$ cat src/rtl/stack_pkg.sv
// Shared opcodes, FSM state encoding and opcode decode helpers for the stack controller.
package stack_pkg;

    localparam logic [3:0] OP_NOP  = 4'd0;
    localparam logic [3:0] OP_PUSH = 4'd1;
    localparam logic [3:0] OP_DROP = 4'd2;
    localparam logic [3:0] OP_DUP  = 4'd3;
    localparam logic [3:0] OP_SWAP = 4'd4;
    localparam logic [3:0] OP_OVER = 4'd5;
    localparam logic [3:0] OP_ADD  = 4'd8;
    localparam logic [3:0] OP_SUB  = 4'd9;
    localparam logic [3:0] OP_AND  = 4'd10;
    localparam logic [3:0] OP_OR   = 4'd11;
    localparam logic [3:0] OP_XOR  = 4'd12;
    localparam logic [3:0] OP_NOT  = 4'd13;

    typedef enum logic [1:0] {
        ST_IDLE    = 2'd0,
        ST_ALU_PUT = 2'd1,
        ST_SW_PUT  = 2'd2,
        ST_SW_PUSH = 2'd3
    } state_t;

    // Unassigned opcodes decode to NOP.
    function automatic logic op_is_reserved(input logic [3:0] op);
        return (op == 4'd6) || (op == 4'd7) || (op == 4'd14) || (op == 4'd15);
    endfunction

    function automatic logic op_is_alu(input logic [3:0] op);
        return (op >= OP_ADD) && (op <= OP_XOR);
    endfunction

    function automatic logic op_needs_one(input logic [3:0] op);
        return (op == OP_DROP) || (op == OP_DUP) || (op == OP_NOT);
    endfunction

    function automatic logic op_needs_two(input logic [3:0] op);
        return (op == OP_SWAP) || (op == OP_OVER) || op_is_alu(op);
    endfunction

    function automatic logic op_grows(input logic [3:0] op);
        return (op == OP_PUSH) || (op == OP_DUP) || (op == OP_OVER);
    endfunction

endpackage

$ cat src/rtl/stack_ctl_if.sv
// Request/response handshake plus lifo control/observation bundle of the stack controller.
interface stack_ctl_if #(
    parameter int WIDTH = 8
);
    logic [3:0]       op;
    logic [WIDTH-1:0] imm;
    logic             valid;
    logic             ready;
    logic             done;
    logic             overflow;
    logic             underflow;
    logic [3:0]       depth;
    logic [WIDTH-1:0] data;
    logic             push;
    logic             pop;
    logic [WIDTH-1:0] s0;
    logic [WIDTH-1:0] s1;

    // master: requester together with the lifo; slave: the controller.
    modport master (
        output op, imm, valid, s0, s1,
        input  ready, done, overflow, underflow, depth, data, push, pop
    );

    modport slave (
        input  op, imm, valid, s0, s1,
        output ready, done, overflow, underflow, depth, data, push, pop
    );
endinterface

$ cat src/rtl/stack_alu.sv
// Combinational ALU for the stack controller: result of b op a, wrapping modulo 2^WIDTH.
module stack_alu
    import stack_pkg::*;
#(
    parameter int WIDTH = 8
) (
    input  logic [3:0]       op,
    input  logic [WIDTH-1:0] a,
    input  logic [WIDTH-1:0] b,
    output logic [WIDTH-1:0] result
);

    always_comb begin
        result = '0;
        case (op)
            OP_ADD:  result = b + a;
            OP_SUB:  result = b - a;
            OP_AND:  result = b & a;
            OP_OR:   result = b | a;
            OP_XOR:  result = b ^ a;
            OP_NOT:  result = ~a;
            default: result = '0;
        endcase
    end

endmodule

$ cat src/rtl/stack_ctl.sv
// Stack sequencer: turns opcode requests into push/pop/data controls for a lifo.
// Define STACK_CHECK_EN to enable depth tracking with overflow/underflow rejection.
module stack_ctl
    import stack_pkg::*;
#(
    parameter int WIDTH = 8,
    parameter int DEPTH = 12
) (
    input  logic       i_clk,
    input  logic       i_rst,
    stack_ctl_if.slave bus
);

    state_t           state_reg, state_next;
    logic [WIDTH-1:0] opa_reg, opa_next;
    logic [WIDTH-1:0] opb_reg, opb_next;
    logic             done_reg, done_next;
    logic             uf_reg, uf_next;
    logic             of_reg, of_next;

    logic [WIDTH-1:0] alu_result;
    logic [WIDTH-1:0] data_c;
    logic             push_c, pop_c;
    logic             accept;
    logic             reject_uf, reject_of;
    logic [3:0]       op_eff;

    assign op_eff = op_is_reserved(bus.op) ? OP_NOP : bus.op;
    assign accept = bus.valid && bus.ready;

    stack_alu #(
        .WIDTH (WIDTH)
    ) u_alu (
        .op     (op_eff),
        .a      (bus.s0),
        .b      (bus.s1),
        .result (alu_result)
    );

`ifdef STACK_CHECK_EN
    localparam logic [3:0] DEPTH_MAX = 4'(DEPTH);

    logic [3:0] depth_reg, depth_next;

    // Underflow wins when both conditions could apply.
    assign reject_uf = (op_needs_one(op_eff) && (depth_reg == 4'd0)) ||
                       (op_needs_two(op_eff) && (depth_reg < 4'd2));
    assign reject_of = !reject_uf && op_grows(op_eff) && (depth_reg >= DEPTH_MAX);

    // Depth moves on the op's last execution cycle; ALU ops shrink in ALU_PUT.
    always_comb begin
        depth_next = depth_reg;
        if (state_reg == ST_ALU_PUT) begin
            depth_next = depth_reg - 4'd1;
        end else if (accept && !reject_uf && !reject_of) begin
            if (op_grows(op_eff)) begin
                depth_next = depth_reg + 4'd1;
            end else if (op_eff == OP_DROP) begin
                depth_next = depth_reg - 4'd1;
            end
        end
    end

    always_ff @(posedge i_clk) begin
        if (i_rst) begin
            depth_reg <= '0;
        end else begin
            depth_reg <= depth_next;
        end
    end

    assign bus.depth = depth_reg;
`else
    assign reject_uf = 1'b0;
    assign reject_of = 1'b0;
    assign bus.depth = '0;
`endif

    always_comb begin
        state_next = state_reg;
        opa_next   = opa_reg;
        opb_next   = opb_reg;
        done_next  = 1'b0;
        uf_next    = 1'b0;
        of_next    = 1'b0;
        push_c     = 1'b0;
        pop_c      = 1'b0;
        data_c     = '0;

        case (state_reg)
            ST_IDLE: begin
                if (accept) begin
                    if (reject_uf || reject_of) begin
                        done_next = 1'b1;
                        uf_next   = reject_uf;
                        of_next   = reject_of;
                    end else begin
                        case (op_eff)
                            OP_PUSH: begin
                                push_c    = 1'b1;
                                data_c    = bus.imm;
                                done_next = 1'b1;
                            end
                            OP_DROP: begin
                                pop_c     = 1'b1;
                                done_next = 1'b1;
                            end
                            OP_DUP: begin
                                push_c    = 1'b1;
                                data_c    = bus.s0;
                                done_next = 1'b1;
                            end
                            OP_OVER: begin
                                push_c    = 1'b1;
                                data_c    = bus.s1;
                                done_next = 1'b1;
                            end
                            OP_NOT: begin
                                push_c    = 1'b1;
                                pop_c     = 1'b1;
                                data_c    = alu_result;
                                done_next = 1'b1;
                            end
                            OP_SWAP: begin
                                pop_c      = 1'b1;
                                opa_next   = bus.s0;
                                opb_next   = bus.s1;
                                state_next = ST_SW_PUT;
                            end
                            OP_ADD, OP_SUB, OP_AND, OP_OR, OP_XOR: begin
                                // Result is captured now because the pop below changes s0/s1.
                                pop_c      = 1'b1;
                                opa_next   = alu_result;
                                state_next = ST_ALU_PUT;
                            end
                            default: begin
                                done_next = 1'b1;
                            end
                        endcase
                    end
                end
            end
            ST_ALU_PUT: begin
                push_c     = 1'b1;
                pop_c      = 1'b1;
                data_c     = opa_reg;
                done_next  = 1'b1;
                state_next = ST_IDLE;
            end
            ST_SW_PUT: begin
                push_c     = 1'b1;
                pop_c      = 1'b1;
                data_c     = opa_reg;
                state_next = ST_SW_PUSH;
            end
            ST_SW_PUSH: begin
                push_c     = 1'b1;
                data_c     = opb_reg;
                done_next  = 1'b1;
                state_next = ST_IDLE;
            end
            default: begin
                state_next = ST_IDLE;
            end
        endcase

        // An in-flight sequence must not touch the lifo while reset is held.
        if (i_rst) begin
            push_c = 1'b0;
            pop_c  = 1'b0;
            data_c = '0;
        end
    end

    always_ff @(posedge i_clk) begin
        if (i_rst) begin
            state_reg <= ST_IDLE;
            opa_reg   <= '0;
            opb_reg   <= '0;
            done_reg  <= 1'b0;
            uf_reg    <= 1'b0;
            of_reg    <= 1'b0;
        end else begin
            state_reg <= state_next;
            opa_reg   <= opa_next;
            opb_reg   <= opb_next;
            done_reg  <= done_next;
            uf_reg    <= uf_next;
            of_reg    <= of_next;
        end
    end

    assign bus.ready     = (state_reg == ST_IDLE) && !i_rst;
    assign bus.done      = done_reg;
    assign bus.underflow = uf_reg;
    assign bus.overflow  = of_reg;
    assign bus.push      = push_c;
    assign bus.pop       = pop_c;
    assign bus.data      = data_c;

endmodule

$ cat src/flat_wrapper.sv
// flat-port wrapper written by rule: the top's interface ports become plain ports
module stack_ctl_flat import stack_pkg::*;
#(
    parameter int WIDTH = 8,
    parameter int DEPTH = 12
)
  (i_clk, i_rst, bus_op, bus_imm, bus_valid, bus_s0, bus_s1, bus_ready, bus_done, bus_overflow, bus_underflow, bus_depth, bus_data, bus_push, bus_pop);
  stack_ctl_if #(.WIDTH(WIDTH)) bus_i ();
  input  logic i_clk;
  input  logic i_rst;
  input wire logic [$bits(bus_i.op)-1:0] bus_op;
  input wire logic [$bits(bus_i.imm)-1:0] bus_imm;
  input wire logic [$bits(bus_i.valid)-1:0] bus_valid;
  input wire logic [$bits(bus_i.s0)-1:0] bus_s0;
  input wire logic [$bits(bus_i.s1)-1:0] bus_s1;
  output wire logic [$bits(bus_i.ready)-1:0] bus_ready;
  output wire logic [$bits(bus_i.done)-1:0] bus_done;
  output wire logic [$bits(bus_i.overflow)-1:0] bus_overflow;
  output wire logic [$bits(bus_i.underflow)-1:0] bus_underflow;
  output wire logic [$bits(bus_i.depth)-1:0] bus_depth;
  output wire logic [$bits(bus_i.data)-1:0] bus_data;
  output wire logic [$bits(bus_i.push)-1:0] bus_push;
  output wire logic [$bits(bus_i.pop)-1:0] bus_pop;
  assign bus_i.op = bus_op;
  assign bus_i.imm = bus_imm;
  assign bus_i.valid = bus_valid;
  assign bus_i.s0 = bus_s0;
  assign bus_i.s1 = bus_s1;
  assign bus_ready = bus_i.ready;
  assign bus_done = bus_i.done;
  assign bus_overflow = bus_i.overflow;
  assign bus_underflow = bus_i.underflow;
  assign bus_depth = bus_i.depth;
  assign bus_data = bus_i.data;
  assign bus_push = bus_i.push;
  assign bus_pop = bus_i.pop;
  stack_ctl #(.WIDTH(WIDTH), .DEPTH(DEPTH)) u_core (.i_clk(i_clk), .i_rst(i_rst), .bus(bus_i));
endmodule
$ cat config.mk
export PLATFORM = sky130hd
export DESIGN_NAME = stack_ctl_flat
export DESIGN_NICKNAME = d
export VERILOG_FILES = /design/src/rtl/stack_pkg.sv /design/src/rtl/stack_ctl_if.sv /design/src/rtl/stack_alu.sv /design/src/rtl/stack_ctl.sv /design/src/flat_wrapper.sv
export SDC_FILE = /design/constraint.sdc
export NUM_CORES = 1
export LEC_CHECK = 0
export CORE_ASPECT_RATIO = 2
export CORE_UTILIZATION = 57
export DETAILED_ROUTE_END_ITERATION = 7
export GPL_ROUTABILITY_DRIVEN = 0
export PLACE_DENSITY = 0.87
export SKIP_LAST_GASP = 1
export SYNTH_ARGS = -nofsm -noshare
export SYNTH_HDL_FRONTEND = slang
export SYNTH_SLANG_ARGS = --single-unit
$ cat constraint.sdc
create_clock -name i_clk -period 5.9 [get_ports i_clk]
set_input_delay 1.475 -clock i_clk [delete_from_list [all_inputs] [get_ports i_clk]]
set_output_delay 1.475 -clock i_clk [all_outputs]
set_load 0.05 [all_outputs]
==> flow_metrics.tcl <==
set metrics [dict create \
    dpl_cell_area_um2 2870 \
    vias 2613 \
    outcome "finished, final reports clean" \
    numCtsBuffers 3 \
    post_cts_buffers 0 \
    yosys.cell_types.count 65 \
    end_kind "primary output" \
    worst_pin_slew_ns 0.868 \
    portBuffers 42 \
    worstSetupPathType "primary input to primary output" \
    grt_pass1_vias 2484 \
    synth_flop_cell "dfxtp_1" \
    fin_tns_setup_ns 0 \
    rsz0062_at_grt "no" \
    powerDensity_nw_per_um2 145 \
    synthTopCellsByArea "dfxtp_1 16%, ha_1 14%, a21oi_1 6.0%, nand2_1 5.4%, mux2i_1 4.5%" \
    syn_to_final_growth_pct 20.3 \
    hpwlAfterDp_um 5450 \
    antenna_cells 0 \
    skew_ns 0.00166 \
    cts_tree "yes" \
    cts-hold-fix-buffers 0 \
    die_w_um 48.1 \
    ctsResizeCount 0 \
    drv_cap 0 \
    drt-total-wl_um 7080 \
    die_h_um 94.3 \
    irDropWorstVdd_mv 0.106 \
    first_iter_violations 132 \
    grt_max_degree 28 \
    yosysSeqAreaShare 0.157 \
    cp.required_ns 4.43 \
    utilization 0.714 \
    grt-ovfl-total 0 \
    yosysWarnings 0 \
    core-area_um2 4090 \
    die_area_um2 4540 \
    cts.clk_slew.worst_paths_ns 0.07 \
    slew_headroom 0.417 \
    post-route-period-util 0.872 \
    synth.avg_cell_area_um2 7.63 \
    cp-start-kind "primary input" \
    ys_ff_latch 19 \
    syn_area_um2 2430 \
    post-route-min-period_ns 5.15 \
    htreeDepth 1 \
    grt_usage 0.345 \
    first_pass_iters 5 \
    row_count 33 \
    final_area_um2 2920 \
    finalHoldViolations 0 \
    synth_edf_count 0 \
    initial_core_util 0.594 \
    clkSinkCount 19 \
    vias_per_cell 6.57 \
    clkLatencyLatePin_ns 0.26 \
    drtAntennaViolNets 0 \
    pin_count 49 \
    hold_class "flip-flop to flip-flop" \
    synth_cells 318 \
    final_nets 407 \
    wl_per_cell_um 17.8 \
    critPathArrivalTime_ns 3.67 \
    synth_area_leader_cell "dfxtp_1" \
    antenna_found_initial 0 \
    grt_pass1_wl_um 11400 \
    ys_async_sr_fraction 0 \
    clockBufferDepth 2 \
    setup_viol 0 \
    root_buffer "clkbuf_8" \
    worstPathMaxFanout 14 \
    yosys.area.top_type_share 0.157 \
    final_common_cell "nand2_1" \
    final_cell_mix "35 x nand2_1, 32 x clkdlybuf4s50_1, 29 x a21oi_1, 28 x ha_1, 22 x o21ai_0" \
    drc_errors 0 \
    maxSlewViolCount 0 \
    drive_above_1_share 0.0925 \
    leakage_nw 1.18 \
    timing.fmax_mhz 194 \
]
## cells in the mapped netlist (all sizes together), types with 6 or more instances
cell    count
nand2      36
a21oi      29
ha         28
o21ai      22
inv        21
buf        19
dfxtp      19
a221oi     11
mux2i      11
nor2       10
nor3       10
clkbuf      8
nand2b      8
a22oi       7
a31oi       7
o22ai       7
nand3       6
nor2b       6
xnor2       6
## metrics by stage
stage | total power, mW | hold slack (ns) | instances | worst slack, ns
after CTS | 0.416 | 0.459 | 398 | 0.780
after global placement | 0.320 | 0.438 | 394 | 0.854
after floorplan | 0.267 | 0.432 | 323 | 0.960
after detailed placement | 0.325 | 0.448 | 394 | 0.797
final | 0.422 | 0.463 | 398 | 0.754
after global routing | 0.441 | 0.472 | 398 | 0.592
## layer usage
| metal | vias to the layer above | share of wire | track usage |
|---|---|---|---|
| met5 | - | 0 | 0 |
| li1 | 1211 | - | - |
| met3 | 36 | 0.081 | 0.0462 |
| met4 | 0 | 0.057 | 0.213 |
| met2 | 162 | 0.52 | 0.571 |
| met1 | 1204 | 0.34 | 0.386 |
## final cells by class
class	instances	area (µm²)
timing repair buffer	46	526
inverter	21	78.8
tap	52	65.1
clock buffer	4	45.0
fill	327	1170
sequential	19	380
multi-input combinational	256	1820
## path summary, 6_finish.rpt
| kind | startpoint | end | slack (ns) | depth (start not counted) |
|---|---|---|---|---|
| max | bus_op[2] | bus_data[6] | 0.75 | 8 |
| min | u_core.opb_reg[3] | u_core.opb_reg[3] | 0.46 | 2 |
| max reg2reg | u_core.state_reg[0] | u_core.opa_reg[7] | 3.34 | 6 |
| min reg2reg | u_core.opb_reg[3] | u_core.opb_reg[3] | 0.46 | 2 |
## power breakdown
part | total, mW | internal [mW] | switching [mW]
Clock | 0.0956 | 0.0482 | 0.0474
Combinational | 0.192 | 0.0799 | 0.112
Sequential | 0.134 | 0.132 | 0.00255
## cell families (layout without fill, tap and decap cells)
family,after synthesis,after routing,synth area share
compound gates,104,104,0.284
xor+xnor,8,8,0.0289
fa+ha+maj,29,29,0.153
buf+inv,48,71,0.0995
flops,19,19,0.157
mux,12,12,0.0500
other cells,1,6,0.00155
simple gates,97,97,0.226
## worst max-delay path: stages
cell and delay, ns:
clkdlybuf4s50_1 0.90, buf_4 0.34, mux2i_1 0.10, o22a_1 0.19, o21ai_0 0.15, a31oi_1 0.13, nor2_1 0.22, buf_12 0.17
Power figures use the tool's default switching activity.
